--- config.mk ---
export PLATFORM = sky130hd
export DESIGN_NAME = mix_sequencer_flat
export DESIGN_NICKNAME = d
export VERILOG_FILES = /design/src/rtl/mix_sequencer_if.sv /design/src/rtl/mix_sequencer.sv /design/src/flat_wrapper.sv
export SDC_FILE = /design/constraint.sdc
export NUM_CORES = 1
export LEC_CHECK = 0
export BUFFER_PORTS_ARGS = -buffer_cell sky130_fd_sc_hd__buf_2
export CAP_MARGIN = 10
export CORE_MARGIN = 5
export CORE_UTILIZATION = 40
export CTS_CLUSTER_DIAMETER = 150
export CTS_CLUSTER_SIZE = 8
export DETAILED_ROUTE_END_ITERATION = 12
export PLACE_DENSITY = 0.71
export SLEW_MARGIN = 20
export SYNTH_ARGS = -nofsm -noshare
export SYNTH_HDL_FRONTEND = slang
export SYNTH_SLANG_ARGS = --single-unit
--- constraint.sdc ---
create_clock -name i_clk -period 2.8 [get_ports i_clk]
set_input_delay 0 -clock i_clk [delete_from_list [all_inputs] [get_ports i_clk]]
set_output_delay 0 -clock i_clk [all_outputs]
set_load 0.005 [all_outputs]
--- src/rtl/mix_sequencer_if.sv ---
// ----------------------------------------------------------------------------
// mix_sequencer_if
// Purpose : groups the note-mux, divider handshake and mixed-output signals
//           of the mix sequencer into one bundle.
// Signals :
//   en, sample_tick   - sample-rate trigger and enable        (env -> seq)
//   note_sel          - voice index presented to the note mux (seq -> env)
//   note_sample       - sample of the selected voice          (env -> seq)
//   div_start         - one-cycle divider launch              (seq -> env)
//   div_dividend      - sum of scanned samples                (seq -> env)
//   div_divisor       - active-voice count                    (seq -> env)
//   div_done          - divider result strobe                 (env -> seq)
//   div_quotient      - divider result                        (env -> seq)
//   mixed_sample      - registered mixed output               (seq -> env)
//   sample_valid      - pulse when mixed_sample updates       (seq -> env)
//   busy              - sequencer is not idle                 (seq -> env)
//   overrun           - a tick was dropped while busy         (seq -> env)
// Modports: master = sequencer side, slave = environment side.
// ----------------------------------------------------------------------------
interface mix_sequencer_if #(
   parameter int SAMPLE_W = 12,
   parameter int SUM_W    = 16,
   parameter int CNT_W    = 4
);
   logic                en;
   logic                sample_tick;
   logic [CNT_W-1:0]    note_sel;
   logic [SAMPLE_W-1:0] note_sample;
   logic                div_start;
   logic [SUM_W-1:0]    div_dividend;
   logic [CNT_W-1:0]    div_divisor;
   logic                div_done;
   logic [SUM_W-1:0]    div_quotient;
   logic [SAMPLE_W-1:0] mixed_sample;
   logic                sample_valid;
   logic                busy;
   logic                overrun;

   modport master (
      input  en, sample_tick, note_sample, div_done, div_quotient,
      output note_sel, div_start, div_dividend, div_divisor,
             mixed_sample, sample_valid, busy, overrun
   );

   modport slave (
      output en, sample_tick, note_sample, div_done, div_quotient,
      input  note_sel, div_start, div_dividend, div_divisor,
             mixed_sample, sample_valid, busy, overrun
   );
endinterface

--- src/rtl/mix_sequencer.sv ---
// ----------------------------------------------------------------------------
// mix_sequencer
// Purpose : per-sample controller for the note mixer. On each accepted
//           sample tick it scans every voice through the external note mux,
//           sums the samples and counts the nonzero ones, then averages them
//           with the shared sequential divider (or bypasses it for 0/1
//           active voices) and publishes one saturated, registered sample.
// Ports   :
//   i_clk   - system clock
//   i_nRst  - asynchronous active-low reset
//   io_mix  - mix_sequencer_if.master bundle (see interface header)
// ----------------------------------------------------------------------------
module mix_sequencer #(
   parameter int NUM_NOTES = 13,
   parameter int SAMPLE_W  = 12,
   parameter int SUM_W     = 16,
   parameter int CNT_W     = 4
) (
   input  logic                  i_clk,
   input  logic                  i_nRst,
   mix_sequencer_if.master       io_mix
);

   typedef enum logic [2:0] {
      ST_IDLE,
      ST_SCAN,
      ST_DIVIDE,
      ST_WAIT,
      ST_DONE
   } state_t;

   localparam logic [CNT_W-1:0] LAST_IDX = CNT_W'(NUM_NOTES - 1);
   localparam logic [SUM_W-1:0] SAT_MAX  = SUM_W'((2 ** SAMPLE_W) - 1);

   state_t              r_state;
   state_t              w_nextState;
   logic [SUM_W-1:0]    r_sum;
   logic [SUM_W-1:0]    r_result;
   logic [SUM_W-1:0]    r_dividend;
   logic [CNT_W-1:0]    r_count;
   logic [CNT_W-1:0]    r_noteSel;
   logic [CNT_W-1:0]    r_divisor;
   logic [SAMPLE_W-1:0] r_mixed;
   logic                r_sampleValid;
   logic                r_overrun;
   logic [SUM_W-1:0]    w_sumNext;
   logic [CNT_W-1:0]    w_countNext;
   logic                w_lastNote;
   logic                w_tickAccept;
   logic                w_divStart;

   // Running totals including the sample presented this cycle, so the
   // decision at the last voice sees the complete sum and count.
   assign w_sumNext    = r_sum + SUM_W'(io_mix.note_sample);
   assign w_countNext  = r_count + CNT_W'(io_mix.note_sample != '0);
   assign w_lastNote   = (r_noteSel == LAST_IDX);
   assign w_tickAccept = io_mix.sample_tick && io_mix.en;

   // State register.
   always_ff @(posedge i_clk or negedge i_nRst) begin
      if (!i_nRst) begin
         r_state <= ST_IDLE;
      end else begin
         r_state <= w_nextState;
      end
   end

   // Next-state logic. Fewer than two active voices skip the divider since
   // the average is then either zero or the lone sample itself.
   always_comb begin
      w_nextState = r_state;
      w_divStart  = 1'b0;
      unique case (r_state)
         ST_IDLE: begin
            if (w_tickAccept) begin
               w_nextState = ST_SCAN;
            end
         end
         ST_SCAN: begin
            if (w_lastNote) begin
               w_nextState = (w_countNext >= CNT_W'(2)) ? ST_DIVIDE : ST_DONE;
            end
         end
         ST_DIVIDE: begin
            w_divStart  = 1'b1;
            w_nextState = ST_WAIT;
         end
         ST_WAIT: begin
            if (io_mix.div_done) begin
               w_nextState = ST_DONE;
            end
         end
         ST_DONE: begin
            w_nextState = ST_IDLE;
         end
         default: begin
            w_nextState = ST_IDLE;
         end
      endcase
   end

   // Datapath: accumulation during the scan, divider operands latched on the
   // way into DIVIDE so they stay put for the whole division, and the output
   // register that is only written in DONE. A tick seen outside IDLE is
   // dropped and reported one cycle later.
   always_ff @(posedge i_clk or negedge i_nRst) begin
      if (!i_nRst) begin
         r_sum         <= '0;
         r_count       <= '0;
         r_noteSel     <= '0;
         r_result      <= '0;
         r_dividend    <= '0;
         r_divisor     <= '0;
         r_mixed       <= '0;
         r_sampleValid <= 1'b0;
         r_overrun     <= 1'b0;
      end else begin
         r_sampleValid <= 1'b0;
         r_overrun     <= (r_state != ST_IDLE) && io_mix.sample_tick;
         case (r_state)
            ST_IDLE: begin
               if (w_tickAccept) begin
                  r_sum     <= '0;
                  r_count   <= '0;
                  r_noteSel <= '0;
               end
            end
            ST_SCAN: begin
               r_sum   <= w_sumNext;
               r_count <= w_countNext;
               if (w_lastNote) begin
                  r_noteSel <= '0;
                  r_result  <= (w_countNext == '0) ? '0 : w_sumNext;
                  if (w_countNext >= CNT_W'(2)) begin
                     r_dividend <= w_sumNext;
                     r_divisor  <= w_countNext;
                  end
               end else begin
                  r_noteSel <= r_noteSel + CNT_W'(1);
               end
            end
            ST_WAIT: begin
               if (io_mix.div_done) begin
                  r_result <= io_mix.div_quotient;
               end
            end
            ST_DONE: begin
               r_mixed       <= (r_result > SAT_MAX) ? '1 : r_result[SAMPLE_W-1:0];
               r_sampleValid <= 1'b1;
            end
            default: begin
            end
         endcase
      end
   end

   assign io_mix.note_sel     = r_noteSel;
   assign io_mix.div_start    = w_divStart;
   assign io_mix.div_dividend = r_dividend;
   assign io_mix.div_divisor  = r_divisor;
   assign io_mix.mixed_sample = r_mixed;
   assign io_mix.sample_valid = r_sampleValid;
   assign io_mix.busy         = (r_state != ST_IDLE);
   assign io_mix.overrun      = r_overrun;

endmodule

--- src/flat_wrapper.sv ---
// flat-port wrapper written by rule: the top's interface ports become plain ports
module mix_sequencer_flat 
#(
   parameter int NUM_NOTES = 13,
   parameter int SAMPLE_W  = 12,
   parameter int SUM_W     = 16,
   parameter int CNT_W     = 4
)
  (i_clk, i_nRst, io_mix_en, io_mix_sample_tick, io_mix_note_sample, io_mix_div_done, io_mix_div_quotient, io_mix_note_sel, io_mix_div_start, io_mix_div_dividend, io_mix_div_divisor, io_mix_mixed_sample, io_mix_sample_valid, io_mix_busy, io_mix_overrun);
  mix_sequencer_if #(.SAMPLE_W(SAMPLE_W), .SUM_W(SUM_W), .CNT_W(CNT_W)) io_mix_i ();
  input  logic i_clk;
  input  logic i_nRst;
  input wire logic [$bits(io_mix_i.en)-1:0] io_mix_en;
  input wire logic [$bits(io_mix_i.sample_tick)-1:0] io_mix_sample_tick;
  input wire logic [$bits(io_mix_i.note_sample)-1:0] io_mix_note_sample;
  input wire logic [$bits(io_mix_i.div_done)-1:0] io_mix_div_done;
  input wire logic [$bits(io_mix_i.div_quotient)-1:0] io_mix_div_quotient;
  output wire logic [$bits(io_mix_i.note_sel)-1:0] io_mix_note_sel;
  output wire logic [$bits(io_mix_i.div_start)-1:0] io_mix_div_start;
  output wire logic [$bits(io_mix_i.div_dividend)-1:0] io_mix_div_dividend;
  output wire logic [$bits(io_mix_i.div_divisor)-1:0] io_mix_div_divisor;
  output wire logic [$bits(io_mix_i.mixed_sample)-1:0] io_mix_mixed_sample;
  output wire logic [$bits(io_mix_i.sample_valid)-1:0] io_mix_sample_valid;
  output wire logic [$bits(io_mix_i.busy)-1:0] io_mix_busy;
  output wire logic [$bits(io_mix_i.overrun)-1:0] io_mix_overrun;
  assign io_mix_i.en = io_mix_en;
  assign io_mix_i.sample_tick = io_mix_sample_tick;
  assign io_mix_i.note_sample = io_mix_note_sample;
  assign io_mix_i.div_done = io_mix_div_done;
  assign io_mix_i.div_quotient = io_mix_div_quotient;
  assign io_mix_note_sel = io_mix_i.note_sel;
  assign io_mix_div_start = io_mix_i.div_start;
  assign io_mix_div_dividend = io_mix_i.div_dividend;
  assign io_mix_div_divisor = io_mix_i.div_divisor;
  assign io_mix_mixed_sample = io_mix_i.mixed_sample;
  assign io_mix_sample_valid = io_mix_i.sample_valid;
  assign io_mix_busy = io_mix_i.busy;
  assign io_mix_overrun = io_mix_i.overrun;
  mix_sequencer #(.NUM_NOTES(NUM_NOTES), .SAMPLE_W(SAMPLE_W), .SUM_W(SUM_W), .CNT_W(CNT_W)) u_core (.i_clk(i_clk), .i_nRst(i_nRst), .io_mix(io_mix_i));
endmodule
# Word-level counts from Yosys, hierarchy flattened
# Cells that the tools add are included.
dict set report totals {
  reg_bits 77
  latchBits 0
  ramBits 0
  rom_bits 0
  input_bits 33
  out_inout_bits 40
  word_cells 53
  n_memories 0
}
dict set report op_classes {
  add_sub_neg 3
  multipliers 0
  div_mod_pow 0
  n_lt_le_gt_ge 2
  n_eq_ne 8
  shifts 0
  n_mux 18
  n_bitwise 0
  n_reduce_logical 12
}
# cell n
set op_table {}
lappend op_table {{16-bit 2-to-1 mux} 4}
lappend op_table {{16-bit one-hot mux with 2 select lines} 2}
lappend op_table {{16-bit by 12-bit adder with 16-bit output} 1}
lappend op_table {{16-bit by 12-bit greater-than comparator with 1-bit output, second input constant} 1}
lappend op_table {{4-bit one-hot mux with 2 select lines} 2}
lappend op_table {{12-bit 2-to-1 mux} 1}
lappend op_table {{3-bit 2-to-1 mux} 4}
lappend op_table {{3-bit one-hot mux with 4 select lines} 1}
lappend op_table {{12-bit nonzero test} 1}
lappend op_table {{3-bit AND reduction} 3}
lappend op_table {{4-bit 2-to-1 mux} 2}
lappend op_table {{3-bit by 2-bit == test with 1-bit output, second input constant} 2}
lappend op_table {{4-bit by 1-bit adder with 4-bit output} 1}
lappend op_table {{4-bit by 1-bit adder with 4-bit output, second input constant} 1}
lappend op_table {{4-bit == test, second input constant} 1}
lappend op_table {{4-bit by 2-bit >= comparator with 1-bit output, second input constant} 1}
lappend op_table {{4-bit logical NOT} 1}
lappend op_table {{2-bit by 1-bit inequality test with 1-bit output, second input constant} 2}
lappend op_table {{2-bit nonzero test} 2}
lappend op_table {{3-bit by 1-bit == test with 1-bit output, second input constant} 1}
lappend op_table {{3-bit == test, second input constant} 1}
lappend op_table {{3-bit logical NOT} 1}
lappend op_table {{3-bit nonzero test} 1}
lappend op_table {{1-bit logical AND} 2}
lappend op_table {{3 further kinds} 4}

# Logic depth before layout (Yosys ltp)
dict set report depth {
  word_depth 6
  depth_mapped 11
  depth_no_buf 9
}

# Least setup slack after synthesis
# No wires, ideal clock.
dict set report synth_path {
  path_kind {register to register}
  start {register u_core.r_sum[0]}
  end {register u_core.r_result[12]}
  setup_ns 0.069
  t_arrival_ns 2.350
  t_required_ns 2.731
  setup_slack_ns 0.382
  stages_incl_launch_ff 9
  path_buffers 0
  synth_period_minus_slack_ns 2.418
  path_cell_list {dfrtp_1 ha_1 fa_1 a21o_1 a221oi_2 o31ai_1 o21a_2 or4b_1 nand3_1}
}
dict set report synth_via {
  elab_chain_cells 4
}
# item line_no
set synth_lines {}
lappend synth_lines {{from (decl)} mix_sequencer.sv:37} ;# logic [SUM_W-1:0] r_sum;
lappend synth_lines {{from (signal assigned)} mix_sequencer.sv:129} ;# r_sum <= w_sumNext;
lappend synth_lines {{16-bit by 12-bit adder with 16-bit output} mix_sequencer.sv:54} ;# assign w_sumNext = r_sum + SUM_W'(io_mix.note_sample);
lappend synth_lines {{16-bit 2-to-1 mux} mix_sequencer.sv:133} ;# r_result <= (w_countNext == '0) ? '0 : w_sumNext;
lappend synth_lines {{16-bit 2-to-1 mux} mix_sequencer.sv:131} ;# if (w_lastNote) begin
lappend synth_lines {{16-bit one-hot mux with 2 select lines} mix_sequencer.sv:120} ;# case (r_state)
lappend synth_lines {{to (signal assigned)} mix_sequencer.sv:133}
lappend synth_lines {{to (signal assigned)} mix_sequencer.sv:144} ;# r_result <= io_mix.div_quotient;
lappend synth_lines {{to (decl)} mix_sequencer.sv:38} ;# logic [SUM_W-1:0] r_result;
# No other way between the ends. The select of a mux whose other input is x is not followed.
# A chain may end at the register's enable or synchronous reset.

# Worst setup path in the final report
# Ends and elaborated chain as after synthesis.

==> flow_metrics.env <==
export IMPL_outcome="complete, no violations"
export IMPL_grt_setup_unrepaired="no"
export IMPL_yosysUniqueCellTypes=55
export IMPL_clk_path_buf_depth=2
export IMPL_finalWirelength_um=9700
export IMPL_synth_area_sq_um=3940
export IMPL_drt_first_iter_violations=258
export IMPL_path_class="reg2reg"
export IMPL_num_rows=36
export IMPL_cts_tree="yes"
export IMPL_synth_xor_area_share_pct=3.34
export IMPL_synth_top_family_by_area="compound AO/OA/AOI/OAI gates"
export IMPL_drive_gt1_share_pct=25.0
export IMPL_slew_headroom_pct=35.7
export IMPL_tns_ns=0
export IMPL_core_area_sq_um=9680
export IMPL_synth_edf_count=0
export IMPL_die_y_um=109
export IMPL_synth_fa_ha_area_share_pct=5.59
export IMPL_power_mw=5.34
export IMPL_path_clk_slew_ns=0.08
export IMPL_cts_sinks=77
export IMPL_wl_per_cell_um=16.4
export IMPL_nNetsFinal=506
export IMPL_multi_input_area_sq_um=1880
export IMPL_final_setup_viol_count=0
export IMPL_htreeDepth=3
export IMPL_antennaDiodeCount=0
export IMPL_yosys_area_share_simple_pct=14.0
export IMPL_worstSetupEndpointType="register"
export IMPL_synth_warnings=0
export IMPL_syn_nets=421
export IMPL_nFillCells=872
export IMPL_post_dp_hpwl_um=7030
export IMPL_hold_class="in2reg"
export IMPL_required_ns=3.10
export IMPL_grt_pass1_vias=3057
export IMPL_antenna_found_initial=0
export IMPL_cp_max_fo=5
export IMPL_ys_seq_area_share_pct=49.0
export IMPL_cp_start_kind="register"
export IMPL_crit_arrival_ns=2.88
export IMPL_p_leak_nw=2.32
export IMPL_grt_max_degree=78
export IMPL_die_area_sq_um=11900
export IMPL_gp_congestion=0.820
export IMPL_cts_buffers=9
export IMPL_pre_cts_slack_ns=0.123
export IMPL_postCtsSetupRepairBufs=0
export IMPL_ys_seq_elements=77
export IMPL_port_buffers=72
export IMPL_fin_area_sq_um=4770
export IMPL_hold_ws_ns=0.0187
export IMPL_ant_nets=0
export IMPL_vias=3250
export IMPL_synth_top_flop_cell="dfrtp_1"
export IMPL_vdd_drop_max_mv=0.380
export IMPL_overflow=0
export IMPL_start_util_pct=40.6
export IMPL_maxCapViolCount=0
export IMPL_max_freq_ghz=0.388
export IMPL_track_usage_pct=16.7
export IMPL_clock_latency_ns=0.37
export IMPL_layout_common_cells="dfrtp_1 (77), buf_2 (71), nor2_1 (30), nand2_1 (24), o21ai_0 (23)"
export IMPL_grt_pass1_wl_um=15500
export IMPL_synthArstFlopShare_pct=100
export IMPL_syn_avg_cell_area_sq_um=10.6
export IMPL_netlist_instances=371
export IMPL_synthMuxAreaShare_pct=3.15
export IMPL_layout_min_cycle_time_ns=2.57
export IMPL_final_common_cell="dfrtp_1"
export IMPL_synth_compound_area_share_pct=21.2
export IMPL_p_per_area_nw_per_um2=1120
export IMPL_place_area_sq_um=4410
export IMPL_r2r_slack_ns=0.23
export IMPL_syn_to_final_growth_pct=21.3
export IMPL_regArea_sq_um=1930
export IMPL_finClkSkew_ns=0.0172
export IMPL_ios=73
export IMPL_worst_slew_pin_slew_ns=0.965
export IMPL_finalCritPeriodShare_pct=91.9
export IMPL_dr_pass1_iters=4
export IMPL_die_w_um=109
export IMPL_drc=0
export IMPL_setup_ws_ns=0.226
export IMPL_final_hold_viol_count=0
export IMPL_final_max_slew_viol_count=0
export IMPL_cts_root_buf="clkbuf_8"
export IMPL_viasPerCell=5.48
-- path summary, 6_finish.rpt --
check | startpoint | cells past startpoint | endpoint
hold / removal | io_mix_div_quotient[12] | 4 | u_core.r_result[12]
max in group asynchronous | i_nRst | 2 | u_core.r_count[3]
setup / recovery | u_core.r_sum[0] | 8 | u_core.r_result[12]
hold reg to reg | u_core.io_mix.div_dividend[14] | 2 | u_core.io_mix.div_dividend[14]
setup reg to reg | u_core.r_sum[0] | 8 | u_core.r_result[12]
min in group asynchronous | i_nRst | 2 | u_core.io_mix.overrun
-- through the flow --
stage               util, %  cells
floorplan                 -    371
global placement       45.5    560
detailed placement     45.5    560
CTS                    49.2    593
global route           49.3    593
finish                 49.3    593
-- cell type report --
cell class | count | area share (%)
Clock buffer | 9 | 2.60
Clock inverter | 6 | 0.996
Inverter | 6 | 0.472
Multi-Input combinational cell | 263 | 39.3
Sequential cell | 77 | 40.4
Tap cell | 133 | 3.49
Timing Repair Buffer | 99 | 12.8
-- worst max-delay path, cell delays in order, from the launching register on --
cell	delay, ns
dfrtp_1	0.40
ha_1	0.23
fa_1	0.41
a21o_1	0.24
a221oi_4	0.34
o31ai_1	0.17
o21a_2	0.18
or4b_1	0.47
nand3_1	0.09
-- registers in the layout, indices dropped and copies added, names as in the netlist --
register / cells
u_core.io_mix.div_dividend: 16
u_core.io_mix.div_divisor: 4
u_core.io_mix.mixed_sample: 12
u_core.io_mix.note_sel: 4
u_core.io_mix.overrun: 1
u_core.io_mix.sample_valid: 1
u_core.r_count: 4
u_core.r_result: 16
u_core.r_state: 3
u_core.r_sum: 16
-- synth_stat cells, types with 10 or more instances --
cell / number / share of area (%)
nand3_1: 10 / 1.3
nor2_1: 30 / 2.9
a22o_1: 16 / 3.6
a221oi_1: 11 / 2.4
o22a_1: 12 / 2.7
a21oi_1: 19 / 2.4
a21o_1: 12 / 2.3
nand2_1: 24 / 2.3
mux2_2: 11 / 3.1
dfrtp_1: 77 / 49
clkbuf_1: 14 / 1.3
ha_1: 16 / 5.1
o21ai_0: 23 / 2.9
-- kinds of logic after synthesis --
logic type	Yosys count
flops	77
fa+ha+maj	17
xor+xnor	15
compound gates	116
simple gates	104
buf+inv	31
mux	11
-- timing repair --
item                       CTS  global route
hold endpoints to repair    94             0
hold buffers                18             0
gates resized for setup      0             1
setup endpoints to repair    0             1
-- power breakdown --
| part | internal (mW) | switching, mW | total (mW) |
|---|---|---|---|
| Combinational | 1.19 | 1.46 | 2.64 |
| Sequential | 1.59 | 0.336 | 1.93 |
| Clock | 0.326 | 0.445 | 0.771 |
| Total | 3.10 | 2.24 | 5.34 |
-- per-layer routing --
metal / part of all wire (%) / wire [um] / global-route usage, % / vias up
met5: 0 / 0 / 0 / -
met4: 1.7 / 163 / 6.23 / 0
met3: 5.0 / 486 / 4.09 / 11
met2: 45 / 4340 / 24.8 / 77
met1: 49 / 4710 / 23.8 / 1605
li1: - / - / - / 1557
(Power assumes the default switching activity.)
